## src/rtl/pipeline_hazard_unit_if.sv

```systemverilog
// Bundle of decode/forwarding/control signals between the pipeline and the hazard unit.
// The pipeline side drives the request fields; the hazard unit drives operands, stall/flush and statistics.
interface pipeline_hazard_unit_if #(
  parameter int DATA_WIDTH     = 16,
  parameter int REG_ADDR_WIDTH = 4,
  parameter int NUM_SRC        = 2,
  parameter int NUM_FWD        = 3,
  parameter int CNT_WIDTH      = 16
);
  logic [NUM_SRC*REG_ADDR_WIDTH-1:0] src_addr;
  logic [NUM_SRC-1:0]                src_used;
  logic [NUM_SRC*DATA_WIDTH-1:0]     src_data;
  logic [NUM_FWD*REG_ADDR_WIDTH-1:0] fwd_addr;
  logic [NUM_FWD*DATA_WIDTH-1:0]     fwd_data;
  logic [NUM_FWD-1:0]                fwd_valid;
  logic [NUM_FWD-1:0]                fwd_is_load;
  logic                              pc_chg;
  logic                              stats_clr;
  logic [NUM_SRC*DATA_WIDTH-1:0]     op_data;
  logic                              stall;
  logic                              flush;
  logic [CNT_WIDTH-1:0]              stall_cnt;
  logic [CNT_WIDTH-1:0]              flush_cnt;

  modport master (
    output src_addr, src_used, src_data, fwd_addr, fwd_data, fwd_valid, fwd_is_load,
           pc_chg, stats_clr,
    input  op_data, stall, flush, stall_cnt, flush_cnt
  );

  modport slave (
    input  src_addr, src_used, src_data, fwd_addr, fwd_data, fwd_valid, fwd_is_load,
           pc_chg, stats_clr,
    output op_data, stall, flush, stall_cnt, flush_cnt
  );
endinterface

```

## src/rtl/pipeline_hazard_unit.sv

```systemverilog
// Decode/execute hazard control: operand forwarding, multi-cycle load-use stall,
// branch flush sequencing and saturating stall/flush statistics.
module pipeline_hazard_unit #(
  parameter int DATA_WIDTH     = 16,
  parameter int REG_ADDR_WIDTH = 4,
  parameter int NUM_SRC        = 2,
  parameter int NUM_FWD        = 3,
  parameter int LOAD_LAT       = 1,
  parameter int FLUSH_CYCLES   = 2,
  parameter int ZERO_REG_EN    = 1,
  parameter int CNT_WIDTH      = 16
) (
  input logic                   clk,
  input logic                   RST,
  pipeline_hazard_unit_if.slave bus
);

  localparam int SCW = (LOAD_LAT > 1) ? $clog2(LOAD_LAT) : 1;
  localparam int FCW = (FLUSH_CYCLES > 1) ? $clog2(FLUSH_CYCLES) : 1;
  localparam logic [SCW-1:0] SC_INIT = SCW'(LOAD_LAT - 1);
  localparam logic [FCW-1:0] FC_INIT = FCW'(FLUSH_CYCLES - 1);

  typedef enum logic [1:0] {IDLE, STALL, FLUSH} state_t;

  state_t                         state_q, state_d;
  logic [SCW-1:0]                 scnt_q, scnt_d;
  logic [FCW-1:0]                 fcnt_q, fcnt_d;
  logic [CNT_WIDTH-1:0]           stall_cnt_q, stall_cnt_d;
  logic [CNT_WIDTH-1:0]           flush_cnt_q, flush_cnt_d;
  logic [NUM_SRC-1:0][NUM_FWD-1:0] match;
  logic [NUM_SRC*DATA_WIDTH-1:0]  op_data_c;
  logic                           hz;
  logic                           found;
  logic                           stall_c, flush_c;
  logic                           stall_o, flush_o;

  function automatic logic [CNT_WIDTH-1:0] sat_inc(input logic [CNT_WIDTH-1:0] v);
    return (&v) ? v : v + CNT_WIDTH'(1);
  endfunction

  always_comb begin
    match = '0;
    for (int i = 0; i < NUM_SRC; i++) begin
      for (int k = 0; k < NUM_FWD; k++) begin
        match[i][k] = bus.fwd_valid[k] && bus.src_used[i] &&
                      (bus.fwd_addr[k*REG_ADDR_WIDTH +: REG_ADDR_WIDTH] ==
                       bus.src_addr[i*REG_ADDR_WIDTH +: REG_ADDR_WIDTH]) &&
                      !((ZERO_REG_EN != 0) &&
                        (bus.src_addr[i*REG_ADDR_WIDTH +: REG_ADDR_WIDTH] == '0));
      end
    end
  end

  // Youngest matching stage wins; if it is a pending load, the port keeps the
  // register-file value and the stall covers the hazard.
  always_comb begin
    op_data_c = bus.src_data;
    hz        = 1'b0;
    found     = 1'b0;
    for (int i = 0; i < NUM_SRC; i++) begin
      found = 1'b0;
      for (int k = 0; k < NUM_FWD; k++) begin
        if (match[i][k] && bus.fwd_is_load[k]) hz = 1'b1;
        if (match[i][k] && !found) begin
          found = 1'b1;
          if (!bus.fwd_is_load[k])
            op_data_c[i*DATA_WIDTH +: DATA_WIDTH] = bus.fwd_data[k*DATA_WIDTH +: DATA_WIDTH];
        end
      end
    end
  end

  always_comb begin
    state_d = state_q;
    scnt_d  = scnt_q;
    fcnt_d  = fcnt_q;
    stall_c = 1'b0;
    flush_c = 1'b0;
    case (state_q)
      IDLE: begin
        if (bus.pc_chg) begin
          flush_c = 1'b1;
          if (FLUSH_CYCLES > 1) begin
            state_d = FLUSH;
            fcnt_d  = FC_INIT;
          end
        end else if (hz) begin
          stall_c = 1'b1;
          if (LOAD_LAT > 1) begin
            state_d = STALL;
            scnt_d  = SC_INIT;
          end
        end
      end
      STALL: begin
        if (bus.pc_chg) begin
          flush_c = 1'b1;
          scnt_d  = '0;
          if (FLUSH_CYCLES > 1) begin
            state_d = FLUSH;
            fcnt_d  = FC_INIT;
          end else begin
            state_d = IDLE;
          end
        end else begin
          stall_c = 1'b1;
          if (scnt_q <= SCW'(1)) begin
            state_d = IDLE;
            scnt_d  = '0;
          end else begin
            scnt_d = scnt_q - SCW'(1);
          end
        end
      end
      FLUSH: begin
        flush_c = 1'b1;
        if (bus.pc_chg) begin
          fcnt_d = FC_INIT;
        end else if (fcnt_q <= FCW'(1)) begin
          state_d = IDLE;
          fcnt_d  = '0;
        end else begin
          fcnt_d = fcnt_q - FCW'(1);
        end
      end
      default: state_d = IDLE;
    endcase
  end

  // Controls are gated by reset so nothing leaks out while RST is low.
  assign stall_o = stall_c & RST;
  assign flush_o = flush_c & RST;

  always_comb begin
    stall_cnt_d = stall_cnt_q;
    flush_cnt_d = flush_cnt_q;
    if (bus.stats_clr) begin
      stall_cnt_d = '0;
      flush_cnt_d = '0;
    end else begin
      if (stall_o)    stall_cnt_d = sat_inc(stall_cnt_q);
      if (bus.pc_chg) flush_cnt_d = sat_inc(flush_cnt_q);
    end
  end

  always_ff @(posedge clk or negedge RST) begin
    if (!RST) begin
      state_q     <= IDLE;
      scnt_q      <= '0;
      fcnt_q      <= '0;
      stall_cnt_q <= '0;
      flush_cnt_q <= '0;
    end else begin
      state_q     <= state_d;
      scnt_q      <= scnt_d;
      fcnt_q      <= fcnt_d;
      stall_cnt_q <= stall_cnt_d;
      flush_cnt_q <= flush_cnt_d;
    end
  end

  assign bus.op_data   = op_data_c;
  assign bus.stall     = stall_o;
  assign bus.flush     = flush_o;
  assign bus.stall_cnt = stall_cnt_q;
  assign bus.flush_cnt = flush_cnt_q;

endmodule

```

## src/flat_wrapper.sv

```systemverilog
// flat-port wrapper written by rule: the top's interface ports become plain ports
module pipeline_hazard_unit_flat 
#(
  parameter int DATA_WIDTH     = 16,
  parameter int REG_ADDR_WIDTH = 4,
  parameter int NUM_SRC        = 2,
  parameter int NUM_FWD        = 3,
  parameter int LOAD_LAT       = 1,
  parameter int FLUSH_CYCLES   = 2,
  parameter int ZERO_REG_EN    = 1,
  parameter int CNT_WIDTH      = 16
)
  (clk, RST, bus_src_addr, bus_src_used, bus_src_data, bus_fwd_addr, bus_fwd_data, bus_fwd_valid, bus_fwd_is_load, bus_pc_chg, bus_stats_clr, bus_op_data, bus_stall, bus_flush, bus_stall_cnt, bus_flush_cnt);
  pipeline_hazard_unit_if #(.DATA_WIDTH(DATA_WIDTH), .REG_ADDR_WIDTH(REG_ADDR_WIDTH), .NUM_SRC(NUM_SRC), .NUM_FWD(NUM_FWD), .CNT_WIDTH(CNT_WIDTH)) bus_i ();
  input logic clk;
  input logic RST;
  input wire logic [$bits(bus_i.src_addr)-1:0] bus_src_addr;
  input wire logic [$bits(bus_i.src_used)-1:0] bus_src_used;
  input wire logic [$bits(bus_i.src_data)-1:0] bus_src_data;
  input wire logic [$bits(bus_i.fwd_addr)-1:0] bus_fwd_addr;
  input wire logic [$bits(bus_i.fwd_data)-1:0] bus_fwd_data;
  input wire logic [$bits(bus_i.fwd_valid)-1:0] bus_fwd_valid;
  input wire logic [$bits(bus_i.fwd_is_load)-1:0] bus_fwd_is_load;
  input wire logic [$bits(bus_i.pc_chg)-1:0] bus_pc_chg;
  input wire logic [$bits(bus_i.stats_clr)-1:0] bus_stats_clr;
  output wire logic [$bits(bus_i.op_data)-1:0] bus_op_data;
  output wire logic [$bits(bus_i.stall)-1:0] bus_stall;
  output wire logic [$bits(bus_i.flush)-1:0] bus_flush;
  output wire logic [$bits(bus_i.stall_cnt)-1:0] bus_stall_cnt;
  output wire logic [$bits(bus_i.flush_cnt)-1:0] bus_flush_cnt;
  assign bus_i.src_addr = bus_src_addr;
  assign bus_i.src_used = bus_src_used;
  assign bus_i.src_data = bus_src_data;
  assign bus_i.fwd_addr = bus_fwd_addr;
  assign bus_i.fwd_data = bus_fwd_data;
  assign bus_i.fwd_valid = bus_fwd_valid;
  assign bus_i.fwd_is_load = bus_fwd_is_load;
  assign bus_i.pc_chg = bus_pc_chg;
  assign bus_i.stats_clr = bus_stats_clr;
  assign bus_op_data = bus_i.op_data;
  assign bus_stall = bus_i.stall;
  assign bus_flush = bus_i.flush;
  assign bus_stall_cnt = bus_i.stall_cnt;
  assign bus_flush_cnt = bus_i.flush_cnt;
  pipeline_hazard_unit #(.DATA_WIDTH(DATA_WIDTH), .REG_ADDR_WIDTH(REG_ADDR_WIDTH), .NUM_SRC(NUM_SRC), .NUM_FWD(NUM_FWD), .LOAD_LAT(LOAD_LAT), .FLUSH_CYCLES(FLUSH_CYCLES), .ZERO_REG_EN(ZERO_REG_EN), .CNT_WIDTH(CNT_WIDTH)) u_core (.clk(clk), .RST(RST), .bus(bus_i));
endmodule
```

## config.mk

```make
export PLATFORM = sky130hd
export DESIGN_NAME = pipeline_hazard_unit_flat
export DESIGN_NICKNAME = d
export VERILOG_FILES = /design/src/rtl/pipeline_hazard_unit_if.sv /design/src/rtl/pipeline_hazard_unit.sv /design/src/flat_wrapper.sv
export SDC_FILE = /design/constraint.sdc
export NUM_CORES = 1
export LEC_CHECK = 0
export BUFFER_PORTS_ARGS = -buffer_cell sky130_fd_sc_hd__buf_2
export CORE_ASPECT_RATIO = 0.5
export CORE_UTILIZATION = 46
export CTS_CLUSTER_SIZE = 8
export DETAILED_ROUTE_END_ITERATION = 10
export GPL_ROUTABILITY_DRIVEN = 0
export GPL_TIMING_DRIVEN = 0
export PLACE_DENSITY = 0.83
export SLEW_MARGIN = 20
export SYNTH_ARGS = -nofsm -noshare
export SYNTH_HDL_FRONTEND = slang
export SYNTH_SLANG_ARGS = --single-unit
```

## constraint.sdc

```tcl
create_clock -name clk -period 2.6 [get_ports clk]
set_input_delay 0.26 -clock clk [delete_from_list [all_inputs] [get_ports clk]]
set_output_delay 0.26 -clock clk [all_outputs]
set_load 0.02 [all_outputs]
```

# Yosys cells after proc, flatten, opt, wreduce, memory -nomap -nowiden
# Index checks and enable logic that the tools add are counted.
# classes
muxes	46
bitwise	2
reduce_logical	47
n_eq_ne	15
addsub	4
order_cmp	2
# ops
op	n
$mux 16	18
$add 16x1->16 const B	2
$reduce_and 16->1	2
$logic_and 1x1->1	28
$eq 4x4->1	6
$mux 1	19
$mux 2	5
$logic_not 4->1	2
$ne 2x2->1 const B	4
$logic_not 1->1	6
$pmux 1 s2	3
$pmux 2 s3	1
$reduce_and 2->1	3
$reduce_bool 2->1	3
$ne 2x1->1 const B	2
$reduce_and 4->1	1
$ne 3x2->1 const B	1
$and 1x1->1	2
$eq 2x1->1 const B	1
$eq 2x2->1 const B	1
$le 1x1->1 const B	2
$logic_not 2->1	1
$reduce_or 2->1	1
$sub 1x1->1 const B	2
# totals
out_inout_bits	66
regBits	36
word_cells	121
input_bits	112

# Logic depth before layout (Yosys ltp)
# depth
ltp_word	16
depth_mapped	10
ltp_nobuf	8

# Least setup slack after synthesis
# OpenSTA, ideal clock, no wires.
# synth_path
path_kind	input port to output port
start	in bus_src_addr[4]
end	out bus_op_data[21]
required_ps	2340
t_arrival_ps	1940
cell_stages	7
n_path_buf	2
slack_ps	400
path_cell_list	o41a_1 > nand3_1 > nor4_2 > or4_1 > buf_6 > buf_12 > mux2_4
# synth_between
elab_chain_cells	10
word_cells_on_any_way	22
classes_between	3 x eq/ne; 7 x mux; 12 x reduce/logical
# synth_lines
element	line_no	source
start, declared	flat_wrapper.sv:17	input wire logic [$bits(bus_i.src_addr)-1:0] bus_src_addr;
$eq 4x4->1 or $logic_not 4->1 (tied branches)	pipeline_hazard_unit.sv:46, pipeline_hazard_unit.sv:49	
$logic_and 1x1->1 or $logic_not 1->1 (tied branches)	pipeline_hazard_unit.sv:45, pipeline_hazard_unit.sv:48	
$logic_and 1x1->1	pipeline_hazard_unit.sv:47	bus.src_addr[i*REG_ADDR_WIDTH +: REG_ADDR_WIDTH]) &&
$mux 1	pipeline_hazard_unit.sv:64	if (match[i][k] && !found) begin
$logic_not 1->1	pipeline_hazard_unit.sv:64	
$logic_and 1x1->1	pipeline_hazard_unit.sv:64	
$mux 1	pipeline_hazard_unit.sv:64	
$logic_not 1->1	pipeline_hazard_unit.sv:64	
$logic_and 1x1->1	pipeline_hazard_unit.sv:64	
$mux 16 (*)	pipeline_hazard_unit.sv:64	
end, declared	flat_wrapper.sv:26	output wire logic [$bits(bus_i.op_data)-1:0] bus_op_data;
# Every way passes the cells marked *; elsewhere a longest branch is shown, timed or not.

# Worst setup path in the final report
# layout_path
start	in bus_src_addr[4]
end	out bus_op_data[24]
# Same word-level chain as after synthesis.

==> impl_metrics.env <==
export IMPL_fin_hold_ws_ns=0.0499
export IMPL_power_leakage_nw=2.39
export IMPL_drc_errors=0
export IMPL_first_pass_iters=4
export IMPL_powerDensity_nw_per_um2=321
export IMPL_cts_buffers=5
export IMPL_start_kind="input port"
export IMPL_fmax_ghz=0.376
export IMPL_slew_headroom_pct=50.1
export IMPL_clk_pin_slew_ns=0.06
export IMPL_grt_pass1_wl_microns=15000
export IMPL_port_buffers=177
export IMPL_mostFrequentLayoutCells="142 x buf_2, 47 x a21oi_1, 46 x nor2_1"
export IMPL_synth_area_sq_um=3230
export IMPL_core_sq_um=6730
export IMPL_hold_class="input port to asynchronous set/reset pin"
export IMPL_cts_tree="built"
export IMPL_dieArea_sq_um=7380
export IMPL_vdd_ir_drop_max_mv=0.300
export IMPL_reg2reg_setup_slack_ns=0.21
export IMPL_period_needed_ns=2.66
export IMPL_fin_crit_sh_pct=102
export IMPL_seqCellArea_sq_um=826
export IMPL_area_growth_pct=55.0
export IMPL_layout_setup_ws_ns=-0.0618
export IMPL_ys_ff_latch=33
export IMPL_routed_wl_microns=10900
export IMPL_drt_initial_drc_count=230
export IMPL_routedWlPerCell_microns=16.6
export IMPL_synthesis_instances=370
export IMPL_synth_edf_count=0
export IMPL_use_met3_pct=3.52
export IMPL_insertedDiodeCount=0
export IMPL_finalInstanceArea_sq_um=5010
export IMPL_violations="setup timing"
export IMPL_pin_count=178
export IMPL_fillers=511
export IMPL_clock_sinks=33
export IMPL_final_util_pct=74.4
export IMPL_worstPathArrival_ns=2.40
export IMPL_fin_skew_ns=0.00424
export IMPL_placed_area_sq_um=4230
export IMPL_final_common_cell="buf_2"
export IMPL_endpoint_kind="output port"
export IMPL_htreeDepth=2
export IMPL_layout_nets=681
export IMPL_r2r_cells=10
export IMPL_synthDistinctLibCells=38
export IMPL_outcome="finished, violations left"
export IMPL_clockBufferDepth=2
export IMPL_worstMarginPinSlew_ns=0.749
export IMPL_grt_util_met1_pct=30.8
export IMPL_dieWidth_microns=121
export IMPL_tns_ns=-0.833
export IMPL_syn_area_per_cell_sq_um=8.73
export IMPL_drive_gt1_share_pct=48.3
export IMPL_initial_core_util_pct=48.0
export IMPL_grt_overflow=0
export IMPL_routed_via_density=5.51
export IMPL_ys_warn_count=0
export IMPL_vias=3631
export IMPL_hold_viol=0
export IMPL_grt_busiest_layer="met2"
export IMPL_root_buffer="clkbuf_16"
export IMPL_worstPathRequired_ns=2.34
export IMPL_grt_max_degree=36
export IMPL_ys_async_sr_fraction_pct=100
export IMPL_grt_met2_usage_pct=49.7
export IMPL_ant_nets=0
export IMPL_finalSetupViolations=28
export IMPL_slew_viol_final=0
export IMPL_crit_path_max_fanout=5
export IMPL_multi_input_area_sq_um=2380
export IMPL_antenna_found_initial=0
export IMPL_die_h_microns=61.3
export IMPL_ys_flop_type="dfrtp_1"
export IMPL_syn_nets=485
export IMPL_insertion_delay_ns=0.28
export IMPL_rows=21
export IMPL_globalRouteTotalUtil_pct=25.9
export IMPL_cap_violations=0
export IMPL_crit_type="input port to output port"
export IMPL_first_global_vias=3233
export IMPL_rsz0062_at_grt="yes"
export IMPL_yosysSeqAreaShare_pct=25.6
export IMPL_dp_hpwl_microns=7540
synthesized netlist by cell type, types with 7 or more instances:
cell	number	area share (%)
a21oi_1	47	7.3
buf_2	7	1.1
clkbuf_1	7	0.81
dfrtp_1	33	26
mux2_2	12	4.2
mux2_4	20	9.3
mux2i_1	34	11
nand2_1	12	1.4
nand3_1	14	2.2
nand4_1	8	1.5
nor2_1	56	6.5
o21ai_0	11	1.7
or3_1	11	2.1
xnor2_1	11	3.0
xor2_1	28	7.6
timing repair:
item,CTS,global route
buffers inserted,0,10
endpoints found under the setup margin,22,30
resized for setup,16,126
hold buffers,0,0
endpoints found under the hold margin,0,0
pin swaps,3,9
cloned,0,4
routing by layer:
layer  vias to the layer above  wire, microns
met5                         -              0
met4                         0            248
met3                        24            612
met2                       151           5700
met1                      1728           4360
li1                       1728              -
per-stage QoR:
step | cells | worst slack (ns) | power (mW)
final | 659 | -0.0618 | 1.61
after CTS | 646 | 0.00505 | 1.53
after floorplan | 370 | 0.400 | 0.764
after global routing | 659 | -0.122 | 1.68
after global placement | 639 | -0.121 | 0.939
after detailed placement | 639 | -0.136 | 0.948
final timing paths:
| check | start | endpoint |
|---|---|---|
| worst max-delay path | bus_src_addr[4] | bus_op_data[24] |
| min in group clk | bus_stats_clr | u_core.bus.stall_cnt[14]$_DFFE_PN0P_ |
| worst min register to register | u_core.state_q[1]$_DFFE_PN0P_ | u_core.state_q[1]$_DFFE_PN0P_ |
| worst max register to register | u_core.bus.stall_cnt[0]$_DFFE_PN0P_ | u_core.bus.stall_cnt[1]$_DFFE_PN0P_ |
| max in group asynchronous | RST | u_core.bus.flush_cnt[8]$_DFFE_PN0P_ |
| worst min-delay path | RST | u_core.bus.stall_cnt[8]$_DFFE_PN0P_ |
cells by family (layout without fill, tap and decap cells):
group,count (synthesis),count (layout),share of synthesized area (%)
xor gates and xnor gates,39,39,10.6
AOI/OAI and AO/OA,70,70,12.2
adders and majority gates,3,3,1.16
and+or+nand+nor,132,132,21.2
muxes,66,66,24.0
DFF,33,33,25.6
buffers and inverters,27,224,5.34
worst max-delay path: stages:
cell and delay (ns):
buf_8 0.10, o41a_1 0.47, buf_6 0.15, nand3_4 0.06
nor4_4 0.05, or4_4 0.54, buf_6 0.15, clkbuf_16 0.16
mux2_4 0.31, buf_6 0.14
flip-flops by register name (all words and copies together), names as in the netlist:
name	cells
u_core.state_q	1
u_core.bus.stall_cnt	16
u_core.bus.flush_cnt	16
cell type report:
type | instances | share of cell area [%]
Buffer | 19 | 4.20
Clock buffer | 5 | 2.50
Clock inverter | 3 | 0.350
Inverter | 6 | 0.450
Multi-Input combinational cell | 310 | 47.5
Sequential cell | 33 | 16.5
Tap cell | 92 | 2.30
Timing Repair Buffer | 191 | 26.2
power by group:
| group | total (mW) | internal [mW] | leakage (nW) | switching, mW |
|---|---|---|---|---|
| sequential | 0.537 | 0.527 | 0.457 | 0.0107 |
| combinational | 0.505 | 0.253 | 1.86 | 0.251 |
| clock | 0.567 | 0.350 | 0.0696 | 0.217 |
Note: power is estimated with default switching activity, not from simulation.
